--- config.mk ---
export PLATFORM = sky130hd
export DESIGN_NAME = vga_fml_arbiter
export DESIGN_NICKNAME = d
export VERILOG_FILES = /design/src/rtl/vga_fml_arbiter.sv
export SDC_FILE = /design/constraint.sdc
export NUM_CORES = 1
export LEC_CHECK = 0
export ABC_AREA = 0
export CORE_ASPECT_RATIO = 1.1
export CORE_MARGIN = 2
export CORE_UTILIZATION = 38
export CTS_CLUSTER_SIZE = 20
export DETAILED_ROUTE_END_ITERATION = 7
export GPL_ROUTABILITY_DRIVEN = 0
export PLACE_DENSITY = 0.92
export SLEW_MARGIN = 20
export SYNTH_ARGS = -nofsm -noshare
export SYNTH_HDL_FRONTEND = slang
export SYNTH_SLANG_ARGS = --single-unit
--- constraint.sdc ---
create_clock -name clk -period 3.4 [get_ports clk]
set_input_delay 0.68 -clock clk [delete_from_list [all_inputs] [get_ports clk]]
set_output_delay 0.68 -clock clk [all_outputs]
set_load 0.005 [all_outputs]
--- src/rtl/vga_fml_arbiter.sv ---
// vga_fml_arbiter: shares the single VGA FML read channel among the text,
// planar and linear fetch engines.
//
// Build option:
//   VGA_FML_ARB_RR_EN  defined   -> round-robin arbitration, 2-bit last-winner pointer
//                      undefined -> fixed priority m0 > m1 > m2, no pointer register
//
// Handshake: a requester raises mN_stb_i with mN_adr_i. Once granted, its
// strobe is no longer looked at. The arbiter raises fml_stb_o until the
// fml_ack_i cycle. That cycle and the next BURST_LEN-1 cycles carry read
// data, and mN_dv_o flags them to the granted port.
//
// dbg_state exposes the FSM state: 0 = IDLE, 1 = REQ, 2 = BURST.

module vga_fml_arbiter #(
    parameter int BURST_LEN = 8
) (
    input  logic        clk,
    input  logic        rst,

    input  logic        m0_stb_i,
    input  logic [17:1] m0_adr_i,
    output logic        m0_ack_o,
    output logic        m0_dv_o,

    input  logic        m1_stb_i,
    input  logic [17:1] m1_adr_i,
    output logic        m1_ack_o,
    output logic        m1_dv_o,

    input  logic        m2_stb_i,
    input  logic [17:1] m2_adr_i,
    output logic        m2_ack_o,
    output logic        m2_dv_o,

    output logic [15:0] m_dat_o,

    output logic [17:1] fml_adr_o,
    output logic        fml_stb_o,
    output logic        fml_we_o,
    input  logic        fml_ack_i,
    input  logic [15:0] fml_dat_i,

    output logic [1:0]  dbg_state
);

    typedef enum logic [1:0] {
        S_IDLE  = 2'd0,
        S_REQ   = 2'd1,
        S_BURST = 2'd2
    } state_t;

    // Beats still to come after the ack beat, minus one (the counter ends at 0).
    localparam logic [3:0] BEAT_LOAD = 4'(BURST_LEN - 2);

    state_t      state_q, state_d;
    logic [1:0]  grant_q, grant_d;
    logic [3:0]  beat_cnt_q, beat_cnt_d;
    logic [17:1] adr_q, adr_d;

    logic [2:0]  req;
    logic        win_vld;
    logic [1:0]  win;
    logic [17:1] win_adr;

    assign req     = {m2_stb_i, m1_stb_i, m0_stb_i};
    assign win_vld = |req;

`ifdef VGA_FML_ARB_RR_EN
    logic [1:0] rr_ptr_q, rr_ptr_d;

    // Round-robin winner: search starts just after the last winner.
    always_comb begin
        win = 2'd0;
        case (rr_ptr_q)
            2'd0: begin
                if (req[1])      win = 2'd1;
                else if (req[2]) win = 2'd2;
                else             win = 2'd0;
            end
            2'd1: begin
                if (req[2])      win = 2'd2;
                else if (req[0]) win = 2'd0;
                else             win = 2'd1;
            end
            default: begin
                if (req[0])      win = 2'd0;
                else if (req[1]) win = 2'd1;
                else             win = 2'd2;
            end
        endcase
    end

    // The pointer follows every grant made in IDLE.
    always_comb begin
        rr_ptr_d = rr_ptr_q;
        if (state_q == S_IDLE && win_vld) rr_ptr_d = win;
    end

    // Pointer register.
    always_ff @(posedge clk) begin
        if (rst) rr_ptr_q <= 2'd0;
        else     rr_ptr_q <= rr_ptr_d;
    end
`else
    // Fixed-priority winner: m0 beats m1, and m1 beats m2.
    always_comb begin
        win = 2'd0;
        if (req[0])      win = 2'd0;
        else if (req[1]) win = 2'd1;
        else if (req[2]) win = 2'd2;
    end
`endif

    // Address of the winning requester.
    always_comb begin
        win_adr = m0_adr_i;
        case (win)
            2'd0:    win_adr = m0_adr_i;
            2'd1:    win_adr = m1_adr_i;
            default: win_adr = m2_adr_i;
        endcase
    end

    // Next-state logic. The burst address and grant are latched only in IDLE.
    always_comb begin
        state_d    = state_q;
        grant_d    = grant_q;
        beat_cnt_d = beat_cnt_q;
        adr_d      = adr_q;
        case (state_q)
            S_IDLE: begin
                if (win_vld) begin
                    adr_d   = win_adr;
                    grant_d = win;
                    state_d = S_REQ;
                end
            end
            S_REQ: begin
                if (fml_ack_i) begin
                    beat_cnt_d = BEAT_LOAD;
                    state_d    = S_BURST;
                end
            end
            S_BURST: begin
                if (beat_cnt_q == 4'd0) state_d = S_IDLE;
                else                    beat_cnt_d = beat_cnt_q - 4'd1;
            end
            default: state_d = S_IDLE;
        endcase
    end

    // State, grant, beat counter and address registers.
    always_ff @(posedge clk) begin
        if (rst) begin
            state_q    <= S_IDLE;
            grant_q    <= 2'd0;
            beat_cnt_q <= 4'd0;
            adr_q      <= '0;
        end else begin
            state_q    <= state_d;
            grant_q    <= grant_d;
            beat_cnt_q <= beat_cnt_d;
            adr_q      <= adr_d;
        end
    end

    logic ack_ev, dv_ev;
    assign ack_ev = (state_q == S_REQ) && fml_ack_i;
    assign dv_ev  = ack_ev || (state_q == S_BURST);

    assign m0_ack_o = ack_ev && (grant_q == 2'd0);
    assign m1_ack_o = ack_ev && (grant_q == 2'd1);
    assign m2_ack_o = ack_ev && (grant_q == 2'd2);
    assign m0_dv_o  = dv_ev  && (grant_q == 2'd0);
    assign m1_dv_o  = dv_ev  && (grant_q == 2'd1);
    assign m2_dv_o  = dv_ev  && (grant_q == 2'd2);

    assign m_dat_o   = fml_dat_i;
    assign fml_adr_o = adr_q;
    assign fml_stb_o = (state_q == S_REQ);
    assign fml_we_o  = 1'b0;
    assign dbg_state = state_q;

endmodule

[After elaboration in Yosys (flattened, before gate mapping)]
Cells that the tools add are included.
Storage, ports and cells
  register bits: 25
  input bits: 73
  output and inout port bits: 43
  word-level logic and storage cells: 42
Operators by class
  $add $sub $neg: 1
  equal/unequal tests: 9
  muxes and demuxes: 11
  reductions and logical operators: 17
Operators with widths (count)
  17-bit case mux with 2 select lines: 1
  2-bit two-way mux: 6
  4-bit two-way mux: 2
  4-bit case mux with 2 select lines: 1
  1-bit logical AND: 7
  2-bit by 1-bit equality test with 1-bit output, second input constant: 3
  2-bit logical NOT: 3
  2-bit != test, second input constant: 3
  2-bit case mux with 3 select lines: 1
  3-bit AND reduction: 2
  2-bit equality test, second input constant: 2
  4-bit logical NOT: 1
  4-bit by 1-bit subtractor with 4-bit output, second input constant: 1
  3-bit OR reduction: 1
  2-bit by 1-bit != test with 1-bit output, second input constant: 1
  2-bit AND reduction: 1
  2-bit nonzero test: 1
  1-bit logical OR: 1

[Depth between registers and ports, before layout]
  depth in word-level cells: 5
  mapped depth: 7
  mapped depth without buffers: 5

[Worst setup path after synthesis]
Ideal clock, no wire load.
  path kind: input-to-reg
  start point: input port m1_stb_i
  end point: register adr_q (netlist bit fml_adr_o[14])
  setup time: 88 ps
  arrival: 1871 ps
  data required time: 3312 ps
  slack: 1441 ps
  stages on the path: 7
  buffers on the path: 4
  path through: buf_6 or3_4 buf_6 and2_4 buf_6 buf_6 a311oi_2
Between the ends
  word-level cells in the longest chain between the ends: 4
  elaborated cells between the ends (all ways): 7
  classes of those cells: 1 x eq/ne; 3 x mux; 3 x reduce/logical
RTL lines
  from (decl): line 26  | input logic m1_stb_i,
  2-bit two-way mux: line 110  | else if (req[1]) win = 2'd1;
  2-bit two-way mux: line 109  | if (req[0]) win = 2'd0;
  2-bit by 1-bit equality test with 1-bit output / 2-bit logical NOT (equally long branches): line 118  | case (win)
  17-bit case mux with 2 select lines: line 118
  to (signal assigned): line 164  | adr_q <= adr_d;
  to (decl): line 59  | logic [17:1] adr_q, adr_d;
Parallel ways exist; a longest one is shown, timed or not.
A chain may end at the register's enable or synchronous reset.

[Worst setup path after layout]
  start point: input port fml_ack_i
  end point: output port m0_dv_o
Between the ends
  word-level cells in the longest chain between the ends: 3
RTL lines
  from (decl): line 41  | input logic fml_ack_i,
  1-bit logical AND: line 169  | assign ack_ev = (state_q == S_REQ) && fml_ack_i;
  1-bit logical OR: line 170  | assign dv_ev = ack_ev || (state_q == S_BURST);
  1-bit logical AND: line 175  | assign m0_dv_o = dv_ev && (grant_q == 2'd0);
  to (decl): line 24  | output logic m0_dv_o,
No other way between the ends.

==> impl_metrics.ini <==
[yosys]
synth.area.top_cells = sky130_fd_sc_hd__dfxtp_1, sky130_fd_sc_hd__a311oi_2, sky130_fd_sc_hd__a21o_1
asyncSetResetFlopFracSynth_pct = 0
mapped_cells = 210
netlist.top_cell.by_area = sky130_fd_sc_hd__dfxtp_1
synth-edff-count = 0
yosysSeqAreaShare_pct = 29.4
yosys_register_bits = 25
ys_dominant_reg_cell = sky130_fd_sc_hd__dfxtp_1
syn-num-nets = 284
synth-warning-count = 0
netlist_area_um2 = 1700
yosysUniqueCellTypes = 32
syn_area_per_cell_um2 = 8.10
synth_top_area_share_pct = 29.4

[clock_network]
htree_levels = 1
cts.root.buffer_cell = sky130_fd_sc_hd__clkbuf_8
post-cts-setup-buffer-count = 0
cts-buffers-inserted = 3
maximum_count_of_clock_buffers_along_a_single_path = 2
cts_tree = built
post_cts_resize_count = 0
cts_num_sinks = 25
cts.reportedPaths.clkPinSlew_ns = 0.09
cts_hold_buffers = 0
clock_latency_late_sink_ns = 0.27

[global_routing]
grt_start_max_net_pins = 31
grt_antenna_before_repair = 0
grt_pass1_vias = 1662
grt_usage_pct = 20.0
global_route.overflow_total = 0
first_pass_grt_wire_length_um = 7690

[sta]
fin_tns_setup_ns = 0
max_slew.worst_pin.slew_ns = 0.981
finalClockSkew_ns = 0.00134
hold_viol = 0
grt_setup_unrepaired = no
slew_headroom_pct = 34.4
timing_max_transition_violations_final = 0
timing.final.setup_violations = 0
final_cycle_utilization_of_the_critical_path_pct = 83.3
max_clock_freq_ghz = 0.353
min_period_ns = 2.83

[layout]
layout-drive-gt1-share_pct = 8.27
final_net_count = 341
fill_cell_total_of_the_finished_layout = 403
layout_commonest_cell = sky130_fd_sc_hd__clkdlybuf4s50_1
final_cell_count_no_fill = 320
n_antenna_cell = 0
layout.cells.most_common_list = sky130_fd_sc_hd__clkdlybuf4s50_1, sky130_fd_sc_hd__nand2_1, sky130_fd_sc_hd__dfxtp_1, sky130_fd_sc_hd__a21oi_1
flow.area_growth_from_synthesis_pct = 43.6

[worst_setup_path]
critical_path_launch_point = fml_ack_i
crit_path_start_kind = input port
worstSetupEndpointType = output port
cp_cell_sequence = clkdlybuf4s50_1 > and3b_1 > nor2_1 > nor3_1 > clkdlybuf4s50_1
crit_end = m0_dv_o
rr_worst_depth = 3
family_with_the_most_delay_on_the_worst_path = buffers and inverters
cp_data_arrival_time_ns = 2.15
regToRegStartpoint = dbg_state[1]$_SDFFE_PP0P_
r2r_setup_slack_ns = 1.49
rr_endpoint = fml_adr_o[5]$_SDFFE_PP0P_
worst-setup-path-type = in -> out
critical-path-max-stage-delay_ns = 0.52
cpMaxStageDelayCell = sky130_fd_sc_hd__clkdlybuf4s50_1
crit_path_max_fanout = 3
cp_data_required_time_ns = 2.72
critical-path-top-cell-by-count = sky130_fd_sc_hd__clkdlybuf4s50_1
path_depth = 5
critical_path_buf_inv_count = 2

[detailed_routing]
drc_errors = 0
drt_wl_total_um = 4720
final_routed_wire_length_divided_by_cell_count_um = 14.7
drtIter0Drc = 107
viasPerCell = 5.33
dr_vias = 1707
ant_nets = 0
drt_pre_antenna_iters = 4

[hold_path]
hold_wc_path_type = reg -> reg
holdCritStartpoint = grant_q[0]$_SDFFE_PP0P_

[outcome]
run_status = completed

[die]
chipHeight_um = 74.2
num_rows = 25
top_ports = 116
floorplan.die.width_um = 67.8
initial_utilization_pct = 39.4
design.die.area_um2 = 5030
fp.coreArea_um2 = 4320

[power]
power_per_cell_area_nw_per_um2 = 338
p_leak_nw = 0.891
vdd_ir_drop_max_v = 0.000163
totalPowerFinal_uw = 825

[placed_design]
placement.io_buffers = 82
dp_cells = 316
hpwl_reported_at_the_end_of_detailed_placement_um = 3570

[flow_run]
timing.max_cap.violations = 0
synth_stat cells, types with 2 or more instances:
library cell / count
sky130_fd_sc_hd__nand2_1: 34
sky130_fd_sc_hd__dfxtp_1: 25
sky130_fd_sc_hd__a21oi_1: 21
sky130_fd_sc_hd__a21o_1: 17
sky130_fd_sc_hd__buf_4: 17
sky130_fd_sc_hd__nand3b_1: 17
sky130_fd_sc_hd__clkbuf_1: 13
sky130_fd_sc_hd__a311oi_2: 10
sky130_fd_sc_hd__a311oi_1: 8
sky130_fd_sc_hd__nor2_1: 8
sky130_fd_sc_hd__nand2b_1: 5
sky130_fd_sc_hd__buf_6: 4
sky130_fd_sc_hd__inv_1: 3
sky130_fd_sc_hd__nor2b_1: 3
sky130_fd_sc_hd__nor3_1: 3
sky130_fd_sc_hd__a211oi_1: 2
sky130_fd_sc_hd__a22oi_1: 2
sky130_fd_sc_hd__nor3b_1: 2
sky130_fd_sc_hd__o21ai_0: 2
sky130_fd_sc_hd__or3_1: 2
logic make-up after synthesis:
family | Yosys count | share of synthesized area [%]
AND/OR/NAND/NOR | 78 | 24.4
AO/OA/AOI/OAI | 66 | 30.8
buffers and inverters | 38 | 13.9
flip-flops | 25 | 29.4
XOR/XNOR | 1 | 0.515
adder cells (fa/ha/maj) | 1 | 0.736
other | 1 | 0.221
worst reg2reg max path, cell delays in order (launching register included):
cell	delay [ns]
sky130_fd_sc_hd__dfxtp_1	0.38
sky130_fd_sc_hd__nor2_1	0.78
sky130_fd_sc_hd__and2_4	0.47
sky130_fd_sc_hd__a311oi_2	0.15
power breakdown:
group	internal, mW	leakage, nW	switching, mW
Clock	0.0822	0.0255	0.0998
Sequential	0.325	0.207	0.0203
Combinational	0.175	0.658	0.123
layer usage:
layer / track usage [%] / share of wire, % / vias to the layer above
met4: 8.44 / 2.5 / 0
met1: 22.6 / 39 / 783
met5: 0 / 0 / -
met2: 35.2 / 52 / 65
li1: - / - / 843
met3: 5.30 / 7.4 / 16
how the worst min path moves through the flow:
stage / endpoint / slack [ns] / depth (start not counted)
after floorplan: beat_cnt_q[1]$_SDFFE_PP0P_ / 0.47 / 2
after global placement: beat_cnt_q[1]$_SDFFE_PP0P_ / 0.49 / 2
after detailed placement: grant_q[0]$_SDFFE_PP0P_ / 0.52 / 2
after CTS: grant_q[0]$_SDFFE_PP0P_ / 0.53 / 2
after global routing: grant_q[0]$_SDFFE_PP0P_ / 0.54 / 2
final: grant_q[0]$_SDFFE_PP0P_ / 0.52 / 2
flip-flops by register name (all words and copies together) (netlist names):
register,cells
dbg_state,2
beat_cnt_q,4
fml_adr_o,17
grant_q,2
metrics by stage:
| stage | setup WS (ns) | hold slack (ns) | instance area (um2) | utilization (%) |
|---|---|---|---|---|
| global placement | 0.612 | 0.490 | 2400 | 55.6 |
| global route | 0.488 | 0.545 | 2440 | 56.6 |
| detailed placement | 0.564 | 0.515 | 2400 | 55.6 |
| CTS | 0.564 | 0.526 | 2450 | 56.7 |
| finish | 0.568 | 0.524 | 2440 | 56.6 |
| floorplan | 1.44 | 0.467 | 1700 | - |
final cells by class:
cell class | count | area [um2] | area share [%]
Multi-Input combinational cell | 147 | 963 | 39.4
Timing Repair Buffer | 87 | 853 | 34.9
Sequential cell | 25 | 500 | 20.5
Tap cell | 54 | 67.6 | 2.77
Clock buffer | 3 | 41.3 | 1.69
Inverter | 3 | 11.3 | 0.461
Clock inverter | 1 | 5.00 | 0.205
(Power assumes the default switching activity.)
